`src/rtl/refresh_scheduler_pkg.sv`:
```
// Shared types, default timing values and a width helper for the refresh scheduler.
package refresh_scheduler_pkg;

   localparam int T_REFI         = 8192;
   localparam int T_RFC          = 256;
   localparam int MAXREFPOSTPONE = 8;

   typedef enum logic [1:0] {REF_IDLE, REF_REQ, REF_RFC} ref_state_t;

   // Counter width that holds 0..n-1 and never collapses to zero bits.
   function automatic int cnt_width(input int n);
      return (n > 1) ? $clog2(n) : 1;
   endfunction

endpackage

```
`src/rtl/refresh_scheduler_rank_timer.sv`:
```
// One rank's refresh timer: tREFI interval counter, owed-refresh count, tRFC block FSM.
// REFRESH_POSTPONE_EN allows up to MAXPOSTPONE owed refreshes; otherwise the limit is one.
module refresh_rank_timer
   import refresh_scheduler_pkg::*;
#(
   parameter int TREFI       = T_REFI,
   parameter int TRFC        = T_RFC,
   parameter int MAXPOSTPONE = MAXREFPOSTPONE,
   parameter int PHASE       = T_REFI - 1
) (
   input  logic clk,
   input  logic rst,
   input  logic en,
   input  logic ref_ack,
   output logic ref_req,
   output logic ref_urgent,
   output logic ref_block,
   output logic ref_overflow
);

   localparam int IW = cnt_width(TREFI);
   localparam int PW = cnt_width(MAXPOSTPONE + 1);
   localparam int RW = cnt_width(TRFC);
`ifdef REFRESH_POSTPONE_EN
   localparam int LIMIT = MAXPOSTPONE;
`else
   localparam int LIMIT = 1;
`endif

   logic [IW-1:0] icnt_q, icnt_d;
   logic [PW-1:0] pend_q, pend_d;
   logic [RW-1:0] rcnt_q, rcnt_d;
   ref_state_t    state_q, state_d;
   logic          ovf_q, ovf_d;
   logic          req_q, req_d;
   logic          urgent_q, urgent_d;
   logic          block_q, block_d;
   logic          tick, take;

   always_comb begin
      tick = en && (icnt_q == '0);
      take = (state_q == REF_REQ) && ref_ack;

      icnt_d = icnt_q;
      if (en) begin
         icnt_d = tick ? IW'(TREFI - 1) : icnt_q - IW'(1);
      end

      // A tick and an accepted REF in the same cycle cancel out, so no loss is possible.
      pend_d = pend_q;
      ovf_d  = ovf_q;
      if (tick && !take) begin
         if (pend_q == PW'(LIMIT)) begin
            ovf_d = 1'b1;
         end else begin
            pend_d = pend_q + PW'(1);
         end
      end else if (take && !tick) begin
         pend_d = pend_q - PW'(1);
      end

      state_d = state_q;
      rcnt_d  = rcnt_q;
      case (state_q)
         REF_IDLE: begin
            if (pend_q != '0) state_d = REF_REQ;
         end
         REF_REQ: begin
            if (ref_ack) begin
               state_d = REF_RFC;
               rcnt_d  = RW'(TRFC - 1);
            end
         end
         REF_RFC: begin
            if (rcnt_q == '0) begin
               state_d = REF_IDLE;
            end else begin
               rcnt_d = rcnt_q - RW'(1);
            end
         end
         default: state_d = REF_IDLE;
      endcase

      req_d   = (state_d == REF_REQ);
      block_d = (state_d == REF_RFC);
`ifdef REFRESH_POSTPONE_EN
      urgent_d = (state_d == REF_REQ) && (pend_d >= PW'(LIMIT));
`else
      urgent_d = (state_d == REF_REQ);
`endif
   end

   always_ff @(posedge clk or posedge rst) begin
      if (rst) begin
         icnt_q   <= IW'(PHASE);
         pend_q   <= '0;
         rcnt_q   <= '0;
         state_q  <= REF_IDLE;
         ovf_q    <= 1'b0;
         req_q    <= 1'b0;
         urgent_q <= 1'b0;
         block_q  <= 1'b0;
      end else begin
         icnt_q   <= icnt_d;
         pend_q   <= pend_d;
         rcnt_q   <= rcnt_d;
         state_q  <= state_d;
         ovf_q    <= ovf_d;
         req_q    <= req_d;
         urgent_q <= urgent_d;
         block_q  <= block_d;
      end
   end

   assign ref_req      = req_q;
   assign ref_urgent   = urgent_q;
   assign ref_block    = block_q;
   assign ref_overflow = ovf_q;

endmodule

```
`src/rtl/refresh_scheduler.sv`:
```
// Per-channel refresh scheduler: NUMRANK independent rank timers with staggered phases.
// Build with REFRESH_POSTPONE_EN defined to allow postponing up to MAXPOSTPONE refreshes.
module refresh_scheduler
   import refresh_scheduler_pkg::*;
#(
   parameter int NUMRANK     = 4,
   parameter int TREFI       = T_REFI,
   parameter int TRFC        = T_RFC,
   parameter int MAXPOSTPONE = MAXREFPOSTPONE,
   parameter int STAGGER     = TREFI / NUMRANK
) (
   input  logic               clk,
   input  logic               rst,
   input  logic               en,
   input  logic [NUMRANK-1:0] ref_ack,
   output logic [NUMRANK-1:0] ref_req,
   output logic [NUMRANK-1:0] ref_urgent,
   output logic [NUMRANK-1:0] ref_block,
   output logic [NUMRANK-1:0] ref_overflow
);

   // Later ranks start closer to their first tick so refreshes spread across the interval.
   for (genvar r = 0; r < NUMRANK; r++) begin : g_rank
      refresh_rank_timer #(
         .TREFI      (TREFI),
         .TRFC       (TRFC),
         .MAXPOSTPONE(MAXPOSTPONE),
         .PHASE      (TREFI - 1 - r * STAGGER)
      ) u_rank (
         .clk         (clk),
         .rst         (rst),
         .en          (en),
         .ref_ack     (ref_ack[r]),
         .ref_req     (ref_req[r]),
         .ref_urgent  (ref_urgent[r]),
         .ref_block   (ref_block[r]),
         .ref_overflow(ref_overflow[r])
      );
   end

endmodule

```
`config.mk`:
```
export PLATFORM = sky130hd
export DESIGN_NAME = refresh_scheduler
export DESIGN_NICKNAME = d
export VERILOG_FILES = /design/src/rtl/refresh_scheduler_pkg.sv /design/src/rtl/refresh_scheduler_rank_timer.sv /design/src/rtl/refresh_scheduler.sv
export SDC_FILE = /design/constraint.sdc
export NUM_CORES = 1
export LEC_CHECK = 0
export BUFFER_PORTS_ARGS = -buffer_cell sky130_fd_sc_hd__buf_2
export CELL_PAD_IN_SITES_DETAIL_PLACEMENT = 0
export CELL_PAD_IN_SITES_GLOBAL_PLACEMENT = 1
export CORE_MARGIN = 2
export CORE_UTILIZATION = 45
export DETAILED_ROUTE_END_ITERATION = 12
export GPL_ROUTABILITY_DRIVEN = 0
export PLACE_DENSITY = 0.86
export SLEW_MARGIN = 10
export SYNTH_ARGS = -nofsm -noshare
export SYNTH_HDL_FRONTEND = slang
export SYNTH_SLANG_ARGS = --single-unit
export TNS_END_PERCENT = 30
```
`constraint.sdc`:
```
create_clock -name clk -period 8.6 [get_ports clk]
set_clock_uncertainty 0.05 [all_clocks]
set_input_delay 0.43 -clock clk [delete_from_list [all_inputs] [get_ports clk]]
set_output_delay 0.43 -clock clk [all_outputs]
set_load 0.01 [all_outputs]
```
* Word-level counts from Yosys, hierarchy flattened
Index checks and enable logic that the tools add are counted.
** Cells by class
- Multiplexer cells :: 44
- Add/subtract/negate cells :: 16
- Reduce and logical (&&, ||, !) cells :: 60
- Equal/unequal tests :: 32
** Operators by type and width (number)
- $mux W8 :: 8
- $pmux W8 S2 :: 4
- $logic_not A13 Y1 :: 4
- $mux W13 :: 4
- $sub A13 B1 Y13 const B :: 4
- $mux W4 :: 12
- $logic_not A8 Y1 :: 4
- $sub A8 B1 Y8 const B :: 4
- $mux W2 :: 12
- $ne A2 B2 Y1 const B :: 12
- $pmux W2 S3 :: 4
- $add A4 B1 Y4 const B :: 4
- $eq A2 B1 Y1 const B :: 8
- $eq A2 B2 Y1 const B :: 8
- $eq A4 B1 Y1 const B :: 4
- $logic_and A1 B1 Y1 :: 16
- $reduce_and A2 Y1 :: 8
- $reduce_bool A2 Y1 :: 8
- $reduce_bool A4 Y1 :: 4
- $sub A4 B1 Y4 const B :: 4
- $reduce_and A3 Y1 :: 4
- $logic_not A1 Y1 :: 8
- $logic_not A2 Y1 :: 4
** Word-level totals
- Word-level logic and storage cells :: 180
- Bits in registers :: 120

* Logic depth before layout (Yosys ltp)
Gate-level depths: netlist of the first run.
- Depth in word-level cells :: 6
- Gate-level depth with buffers :: 7

* By module
From an unflattened synthesis of the first run, not the netlist that was laid out.
** Unflattened totals
- Cells, all modules :: 664
- Area, all modules :: 6726.5 µm²
** By module, submodules not included
- refresh_rank_timer (g_rank[1].u_rank ...) :: sequential area each 765.7 µm², instances 2, cells an instance 166, area an instance 1681.6 µm²
- refresh_rank_timer (g_rank[0].u_rank) :: sequential area each 767.0 µm², instances 1, cells an instance 166, area an instance 1682.9 µm²
- refresh_rank_timer (g_rank[3].u_rank) :: sequential area each 764.5 µm², instances 1, cells an instance 166, area an instance 1680.4 µm²

* Worst setup path after synthesis of the first run
No wires, ideal clock.
- Kind :: register to register
- Start :: register g_rank[1].u_rank.icnt_q[3]
- End :: register g_rank[1].u_rank.pend_q[2]
- Required time :: 8.422 ns
- Path buffers :: 2
- Path slack :: 6.481 ns
- Stages on the path, launching flop included :: 7
- Arrival :: 1.941 ns
- Cells stage by stage :: dfstp_2 clkbuf_2 or4b_1 or4_4 buf_6 a31oi_2 a22oi_2
** Between the ends
- Longest elaborated chain between the ends :: 6
** Ends and longest elaborated chain
- start: declaration :: RTL line refresh_scheduler_rank_timer.sv:30 : logic [IW-1:0] icnt_q, icnt_d;
- start signal: assignment :: RTL line refresh_scheduler_rank_timer.sv:95 : icnt_q <= IW'(PHASE);
- start signal: assignment :: RTL line refresh_scheduler_rank_timer.sv:104 : icnt_q <= icnt_d;
- $logic_not A13 Y1 (*) :: RTL line refresh_scheduler_rank_timer.sv:41 : tick = en && (icnt_q == '0);
- $logic_and A1 B1 Y1 (*) :: RTL line refresh_scheduler_rank_timer.sv:41
- $logic_not A1 Y1 :: RTL line refresh_scheduler_rank_timer.sv:58 : end else if (take && !tick) begin
- $logic_and A1 B1 Y1 :: RTL line refresh_scheduler_rank_timer.sv:58
- $reduce_bool A2 Y1 (no line)
- $reduce_and A2 Y1 (no line)
- end signal: assignment :: RTL line refresh_scheduler_rank_timer.sv:105 : pend_q <= pend_d;
- end: declaration :: RTL line refresh_scheduler_rank_timer.sv:31 : logic [PW-1:0] pend_q, pend_d;
Every way passes the cells marked *; elsewhere a longest branch is shown, timed or not.
A chain may end at the register's enable or synchronous reset.

* Worst setup path after layout of the first run
- Start :: input port en
- End :: register g_rank[2].u_rank.pend_q[3]
** Between the ends
- Longest elaborated chain between the ends :: 5
** Ends and longest elaborated chain
- start: declaration :: RTL line refresh_scheduler.sv:14 : input logic en,
- $logic_and A1 B1 Y1 (*) :: RTL line refresh_scheduler_rank_timer.sv:41
- $logic_not A1 Y1 :: RTL line refresh_scheduler_rank_timer.sv:58
- $logic_and A1 B1 Y1 :: RTL line refresh_scheduler_rank_timer.sv:58
- $reduce_bool A2 Y1 (no line)
- $reduce_and A2 Y1 (no line)
- end signal: assignment :: RTL line refresh_scheduler_rank_timer.sv:105
- end: declaration :: RTL line refresh_scheduler_rank_timer.sv:31
Marks and branches as above.

==> results.cfg, run 1 <==
[outcome]
status = finished, final reports clean

[run]
max_cap_violations = 0

[yosys]
synth_top_area_share_pct = 27.5
synth.avg_cell_area_sq_um = 10.1
synth_area_leaders = dfrtp_1 (27%), dfstp_2 (19%), ha_1 (5.3%)
synth_edf_count = 0
synth_seq_cells = 120
synthesis.area_sq_mm = 0.00656
yosysTopAreaCell = dfrtp_1
synth_nets = 684
netlist_instances = 649
ys_types = 68
yosysSeqAreaShare_pct = 46.7
async_reset_ff_share_pct = 100
post-synth-top-count-cell = dfrtp_1
yosys_warnings = 0
synth.top_cells.by_count = dfrtp_1 (72), nand2_1 (60), dfstp_2 (48)
synth_top_flop_cell = dfrtp_1

[setup_path]
cp.depth = 5
crit_end = g_rank[2].u_rank.pend_q[3]
crit_path_end_kind = register
r2r_start = g_rank[2].u_rank.icnt_q[4]
crit_start = en
slowest_delay_ns = 0.79
start_kind = input port
path_delay_family = simple AND/OR/NAND/NOR gates
crit_type = in -> reg
r2r-end = g_rank[2].u_rank.pend_q[3]
r2r_setup_slack_ns = 6.18
worstPathMaxFanout = 32
ff2ff_path_depth = 4
slowest_stage = nand4_1
worstPathArrival_ns = 2.72
cp.required_ns = 8.89
cp.buffers_inverters = 1
crit_chain = buf_2, nor3b_2, nand4_1, mux2i_1, xor2_1

[clock_network]
clock_path_buffers = 2
postCtsHoldBufs = 0
cts.sinks = 120
cts.repair.resized = 0
htreeDepth = 4
path_clk_slew_ns = 0.05
cts_setup_buffers = 0
tritoncts = yes
numCtsBuffers = 17
clock_latency_ns = 0.42
root_buffer = clkbuf_16

[sta]
finalSetupTns_ns = 0
finalSetupViolations = 0
period_share_pct = 28.3
slew_violations = 0
fin_ws_ns = 6.17
hold_violations = 0
rsz0062_at_grt = false
fin_crit_ns = 2.43
max_freq_ghz = 0.411
relSlewSlack_pct = 39.7
worst_slew_pin_slew_ns = 0.892

[power_and_ir_drop]
ir_drop_mv = 0.169
p_leak_nw = 3.01
netSwitchingFraction_pct = 34.0
clkPwrFrac_pct = 28.3
p_switching_w = 0.000801
intPower_w = 0.00155
comb_power_share_pct = 27.8
pwr-share-seq_pct = 43.9
p_per_area_mw_per_mm2 = 324

[grt]
met2_usage_pct = 28.0
grt_first_pass_wirelength_um = 21200
track_usage_pct = 16.3
gr-total-overflow = 0
grtUsageMet3_pct = 5.07
grt_pass1_vias = 4733
grt_use_met1_pct = 19.4
grt_max_degree = 65
antenna_found_initial = 0
grt_busiest_layer = met2

[route]
firstDrtPassIters = 5
drc = 0
drt_wl_total_um = 12000
initialDrtViolationCount = 189
vias = 4747
routed_via_density = 5.58
ant_nets = 0
wire_per_inst_um = 14.0

[floorplan]
die_w_um = 125
rows = 44
initial_core_util_pct = 45.7
fp.dieH_um = 125
die-area_sq_mm = 0.0156
ios = 23
core_sq_mm = 0.0144

[layout]
antenna_cells = 0
fillers = 1293
synthToLayoutAreaGrowth_pct = 10.5
drive_gt1_share_pct = 19.6
final_net_count = 689

[placed_design]
place_ws_ns = 5.71
hpwl_um = 7990
port_buffers = 22

[hold_path]
hold_path.class = in -> async
[layout make-up]
class	count	area (sq um)	area share (%)
multi-input combinational	460	3160	43.5
clock inverter	2	10.0	0.138
sequential	120	3060	42.2
timing repair buffer	23	118	1.62
clock buffer	30	554	7.64
tap	184	230	3.17
inverter	32	123	1.69
[worst min-delay path by stage]
stage | start | to | slack, ns | cells after the start
final | rst | g_rank[2].u_rank.rcnt_q[3] | 0.08 | 2
after global placement | g_rank[3].u_rank.ref_overflow | g_rank[3].u_rank.ref_overflow | 0.39 | 1
after detailed placement | g_rank[3].u_rank.ref_overflow | g_rank[3].u_rank.ref_overflow | 0.40 | 1
after floorplan | g_rank[3].u_rank.ref_overflow | g_rank[3].u_rank.ref_overflow | 0.38 | 1
after global routing | rst | g_rank[2].u_rank.ref_req | 0.13 | 2
after CTS | rst | g_rank[2].u_rank.state_q[0] | 0.09 | 2
[metrics by stage]
step	instance area [sq um]	cells	hold WS, ns	utilization, %	total power (W)
after global routing	7250	851	0.132	50.5	0.00252
final	7250	851	0.0815	50.5	0.00235
after floorplan	6560	649	0.379	-	0.00155
after detailed placement	6690	819	0.401	46.6	0.00169
after CTS	7250	851	0.0933	50.5	0.00237
after global placement	6690	819	0.393	46.6	0.00165
[layout by cell type, fill, tap and decap left out, drive strengths merged, types with 22 or more instances in the layout]
cell	netlist	routed
a21oi	30	30
xor2	22	22
clkbuf	12	30
inv	32	32
ha	28	28
xnor2	24	24
dfrtp	72	72
nor3	23	23
nor2	39	39
nand2	60	60
buf	25	23
dfstp	48	48
[flip-flops by register name (all words and copies together), names as in the netlist]
register	flops
g_rank.u_rank.ref_req	4
g_rank.u_rank.icnt_q	52
g_rank.u_rank.pend_q	16
g_rank.u_rank.ref_block	4
g_rank.u_rank.state_q	8
g_rank.u_rank.ref_overflow	4
g_rank.u_rank.rcnt_q	32
[worst reg2reg max path, stage by stage (launching register included)]
cell	delay, ns
dfstp_2	0.39
nor4_1	0.49
nand4_1	0.82
mux2i_1	0.44
xor2_1	0.17
[routing by layer]
metal  wire length, um  vias to the layer above
met2              5980                       52
li1                  -                     2326
met5                 0                        -
met3               373                       10
met1              5510                     2359
met4                99                        0
[power by group through the flow]
stage	Clock (W)	Sequential [W]	Combinational, W
2_1_floorplan	0	0.000976	0.000576
3_3_place_gp	0	0.00102	0.000623
3_5_place_dp	0	0.00104	0.000658
4_1_cts	0.000683	0.00103	0.000661
5_1_grt	0.000711	0.00107	0.000748
6_report	0.000667	0.00103	0.000654
[logic make-up (layout without fill, tap and decap cells)]
family | Yosys count | after routing | share of synthesized area (%)
buf+inv | 69 | 87 | 5.22
mux | 18 | 18 | 2.78
xor+xnor | 46 | 46 | 6.14
flops | 120 | 120 | 46.7
simple gates | 268 | 268 | 23.6
compound gates | 100 | 100 | 10.2
fa+ha+maj | 28 | 28 | 5.34
Note: power is estimated with default switching activity, not from simulation.
==> run 2: changes to the inputs <==
- PLACE_DENSITY: 0.86 -> 0.89
- clock period: 8.6 -> 2.2 ns (I/O delays scaled with it)
==> results.cfg, run 2 (synthesized netlist as in run 1, its figures left out) <==
[layout]
synthToLayoutAreaGrowth_pct = 15.3
top_register = g_rank.u_rank.icnt_q
fin_cells = 880
final_core_util_pct = 52.7
final_net_count = 718
final_common_cell = dfrtp_1
reg_top3 = g_rank.u_rank.icnt_q: 52 flops, g_rank.u_rank.rcnt_q: 32 flops, g_rank.u_rank.pend_q: 16 flops
final_cell_area_sq_mm = 0.00757
drive_gt1_share_pct = 22.4
antenna_cells = 0
largest_register_ffs = 52
final_cell_mix = dfrtp_1 (72), nand2_1 (60), dfstp_2 (48)

[sta]
fin_ws_ns = 0.0748
timing.hold.ws_ns = 0.244
hold_violations = 0
period_share_pct = 96.6
fin_crit_ns = 2.13
relSlewSlack_pct = 58.6
worst_slew_pin_slew_ns = 0.615
slew_violations = 0
finalSetupViolations = 0
rsz0062_at_grt = true
max_freq_ghz = 0.471

[route]
routed_via_density = 5.47
initialDrtViolationCount = 290
wire_per_inst_um = 13.7
drt_wl_total_um = 12000
ant_nets = 0
firstDrtPassIters = 4
drc = 0
vias = 4812

[setup_path]
r2r-end = g_rank[1].u_rank.pend_q[2]
path_delay_family = simple AND/OR/NAND/NOR gates
r2r_setup_slack_ns = 0.07
crit_chain = inv_1, ha_1, or3b_2, or4_4, a31oi_2, a22oi_2
slowest_delay_ns = 0.52
slowest_stage = or4_4
worstPathArrival_ns = 2.36
crit_path_end_kind = register
cp.buffers_inverters = 1
start_kind = register
worstPathMaxFanout = 10
cp.required_ns = 2.44
ff2ff_path_depth = 6
crit_type = reg -> reg
r2r_start = g_rank[1].u_rank.icnt_q[0]

[floorplan]
fp.dieH_um = 125
initial_core_util_pct = 45.7
die_w_um = 125
die-area_sq_mm = 0.0156
ios = 23
rows = 44
core_sq_mm = 0.0144

[grt]
grt_max_degree = 65
antenna_found_initial = 0
grt_first_pass_wirelength_um = 21800
gr-total-overflow = 0
track_usage_pct = 16.8
grt_pass1_vias = 4866

[power_and_ir_drop]
clkPwrFrac_pct = 29.2
p_switching_w = 0.00319
p_leak_nw = 3.17
netSwitchingFraction_pct = 33.6
comb_power_share_pct = 28.4
p_per_area_mw_per_mm2 = 1250
pwr-share-seq_pct = 42.3
intPower_w = 0.00630
ir_drop_mv = 0.568

[clock_network]
clock_latency_ns = 0.42
clock_path_buffers = 2
root_buffer = clkbuf_16
cts_setup_buffers = 0
htreeDepth = 4
path_clk_slew_ns = 0.06
tritoncts = yes
numCtsBuffers = 17
cts.sinks = 120

[placed_design]
placed_area_sq_mm = 0.00689
port_buffers = 22
place_ws_ns = 0.0332
place_inst = 842
hpwl_um = 8300

[outcome]
status = finished, final reports clean

[run]
max_cap_violations = 0

[hold_path]
hold_path.class = in -> async
run 2: changes by cell type in the layout (fill, tap and decap cells not counted):
cell / change
clkinv_2: +2
a2111oi_4: +1
buf_12: +2
or4_1: -1
buf_4: +21
inv_4: -1
dlygate4sd3_1: +6
clkbuf_16: +3
bufinv_16: +1
clkbuf_8: -6
a2111oi_2: -1
clkinvlp_4: +2
or4_4: +1
clkbuf_1: -1
run 2: cell type report:
cell class	instances	area, sq um
fill	1241	6800
multi-input combinational	460	3170
sequential	120	3060
clock buffer	26	543
timing repair buffer	52	375
tap	184	230
inverter	32	124
clock inverter	6	57.6
run 2: through the flow:
step                      power (W)  TNS (ns)
final                       0.00949         0
after global routing         0.0102  -0.00491
after CTS                   0.00955         0
after detailed placement    0.00672         0
after global placement      0.00655         0
after floorplan             0.00607         0
run 2: worst max path at each step:
stage | start | depth (start not counted) | slack (ns) | to
2_1_floorplan | g_rank[1].u_rank.icnt_q[3] | 6 | 0.08 | g_rank[1].u_rank.pend_q[2]
3_3_place_gp | g_rank[1].u_rank.icnt_q[5] | 6 | 0.1 | g_rank[1].u_rank.pend_q[3]
3_5_place_dp | g_rank[1].u_rank.icnt_q[5] | 6 | 0.03 | g_rank[1].u_rank.pend_q[3]
6_report | g_rank[1].u_rank.icnt_q[0] | 6 | 0.07 | g_rank[1].u_rank.pend_q[2]
5_1_grt | g_rank[1].u_rank.icnt_q[5] | 6 | -0.005 | g_rank[1].u_rank.pend_q[0]
4_1_cts | g_rank[1].u_rank.icnt_q[5] | 6 | 0.03 | g_rank[1].u_rank.pend_q[2]
run 2: per-layer routing:
metal  up-vias  GRT usage (%)  part of all wire, %
met5         -              0                    0
met4         0           6.81                  1.7
met3        14           4.47                  2.8
met2        57           28.4                   49
met1      2349           20.3                   47
li1       2392              -                    -
run 2: timing repair:
item / 4_1_cts / 5_1_grt
hold buffers: 6 / 0
setup endpoints to repair: 0 / 5
resized for setup: 0 / 2
hold endpoints to repair: 30 / 0
run 2: power by group through the flow:
stage	Clock [W]	Sequential (W)	Combinational (W)
finish	0.00277	0.00402	0.00270
global placement	0	0.00397	0.00257
CTS	0.00283	0.00401	0.00271
detailed placement	0	0.00403	0.00270
global route	0.00293	0.00417	0.00307
floorplan	0	0.00382	0.00225
run 2: worst min-delay path, stage by stage:
cell and delay, ns:
dlygate4sd3_1 0.53, buf_2 0.13, clkinvlp_4 0.38
==> run 3: changes to the inputs <==
- CORE_MARGIN: 2 -> not set
- RECOVER_POWER: not set -> 25
==> results.cfg, run 3 (synthesized netlist as in run 1, its figures left out) <==
[layout]
synthToLayoutAreaGrowth_pct = 15.7
largest_register_ffs = 52
top_register = g_rank.u_rank.icnt_q
reg_top3 = g_rank.u_rank.icnt_q: 52 flops, g_rank.u_rank.rcnt_q: 32 flops, g_rank.u_rank.pend_q: 16 flops
final_common_cell = dfrtp_1
antenna_cells = 0
fillers = 1187
drive_gt1_share_pct = 22.5
final_cell_mix = dfrtp_1 (72), nand2_1 (60), dfstp_2 (48)
final_net_count = 719

[sta]
relSlewSlack_pct = 45.1
worst_slew_pin_slew_ns = 0.824
rsz0062_at_grt = true
fin_crit_ns = 2.14
finalSetupViolations = 0
slew_violations = 0
fin_ws_ns = 0.0552
period_share_pct = 97.5
max_freq_ghz = 0.466
hold_violations = 0
timing.hold.ws_ns = 0.247

[grt]
met2_usage_pct = 32.7
gr-total-overflow = 0
grt_first_pass_wirelength_um = 22100
grt_max_degree = 63
grt_busiest_layer = met2
track_usage_pct = 18.6
antenna_found_initial = 0
grt_use_met1_pct = 21.5
grt_pass1_vias = 4932
grtUsageMet3_pct = 5.02

[hold_path]
hold_path.class = in -> async

[setup_path]
cp.required_ns = 2.44
worstPathMaxFanout = 10
crit_end = g_rank[1].u_rank.pend_q[2]
ff2ff_path_depth = 6
crit_type = reg -> reg
worstPathArrival_ns = 2.38
r2r_start = g_rank[1].u_rank.icnt_q[0]
r2r-end = g_rank[1].u_rank.pend_q[2]
crit_path_end_kind = register
crit_start = g_rank[1].u_rank.icnt_q[0]
start_kind = register
r2r_setup_slack_ns = 0.06

[route]
wire_per_inst_um = 14.6
initialDrtViolationCount = 297
vias = 4880
drt_wl_total_um = 12800
routed_via_density = 5.56
ant_nets = 0
drc = 0
firstDrtPassIters = 5

[floorplan]
die-area_sq_mm = 0.0151
rows = 43
die_w_um = 123
ios = 23
initial_core_util_pct = 46.7
fp.dieH_um = 123
core_sq_mm = 0.0140

[power_and_ir_drop]
ir_drop_mv = 0.622
comb_power_share_pct = 28.2
p_leak_nw = 3.18
netSwitchingFraction_pct = 33.1
p_switching_w = 0.00325
pwr-share-seq_pct = 41.2
clkPwrFrac_pct = 30.6
intPower_w = 0.00656
p_per_area_mw_per_mm2 = 1290

[clock_network]
cts_setup_buffers = 0
path_clk_slew_ns = 0.05
clock_path_buffers = 2
htreeDepth = 4
cts.sinks = 120
tritoncts = yes
numCtsBuffers = 17
clock_latency_ns = 0.41
root_buffer = clkbuf_16

[outcome]
status = finished, final reports clean

[placed_design]
hpwl_um = 8490
port_buffers = 22
place_ws_ns = 0.0814

[run]
max_cap_violations = 0
-- run 3: changes by cell type in the layout (fill, tap and decap cells not counted), moves of 2 or more --
cell	change
nor4_1	-2
buf_12	-2
clkbuf_1	+2
clkinvlp_4	-2
clkbuf_16	-3
nor4_2	+2
bufinv_16	+4
-- run 3: worst min path at each step --
stage	to	slack, ns	cells past startpoint	startpoint
after detailed placement	g_rank[1].u_rank.rcnt_q[7]	0.08	2	rst
after global routing	g_rank[1].u_rank.rcnt_q[7]	0.34	3	rst
after floorplan	g_rank[3].u_rank.ref_req	0.15	1	ref_ack[3]
after global placement	g_rank[1].u_rank.rcnt_q[6]	0.07	2	rst
final	g_rank[1].u_rank.rcnt_q[7]	0.25	3	rst
after CTS	g_rank[1].u_rank.rcnt_q[7]	0.18	3	rst
-- run 3: power groups by stage --
stage	combinational [W]	sequential [W]	clock [W]
after floorplan	0.00225	0.00382	0
after global placement	0.00257	0.00397	0
after detailed placement	0.00272	0.00403	0
after CTS	0.00278	0.00402	0.00306
after global routing	0.00311	0.00417	0.00317
final	0.00277	0.00404	0.00300
-- run 3: critical path, stage by stage, from the launching register on --
cell,delay (ns)
dfstp_2,0.39
inv_1,0.10
ha_1,0.19
or3b_2,0.50
or4_4,0.52
a31oi_2,0.21
a22oi_2,0.07
-- run 3: area by class of cell --
class,instances,area [sq um],area share [%]
flip-flops and latches,120,3060,40.4
repair buffers,53,357,4.70
inverters,32,121,1.60
well taps,180,225,2.97
clock buffers,23,468,6.17
multi-input cells,460,3190,42.0
clock inverters,9,170,2.24
-- run 3: routing by layer --
metal | wire length (um) | part of all wire [%]
met5 | 0 | 0
met4 | 194 | 1.5
met3 | 355 | 2.8
met2 | 6590 | 51
met1 | 5680 | 44
-- run 3: metrics by stage --
stage               util (%)  power, W  setup TNS, ns  instance area [sq um]  instances
floorplan                  -   0.00607              0                   6570        649
global placement        49.0   0.00654              0                   6880        839
detailed placement      49.0   0.00675              0                   6880        839
CTS                     54.0   0.00986              0                   7580        877
global route            54.0    0.0104        -0.0364                   7590        877
finish                  54.0   0.00981              0                   7590        877
-- run 3: timing repair --
item,CTS,global route
endpoints found under the setup margin,0,9
gates resized for setup,0,5
hold buffers,6,0
endpoints found under the hold margin,24,0
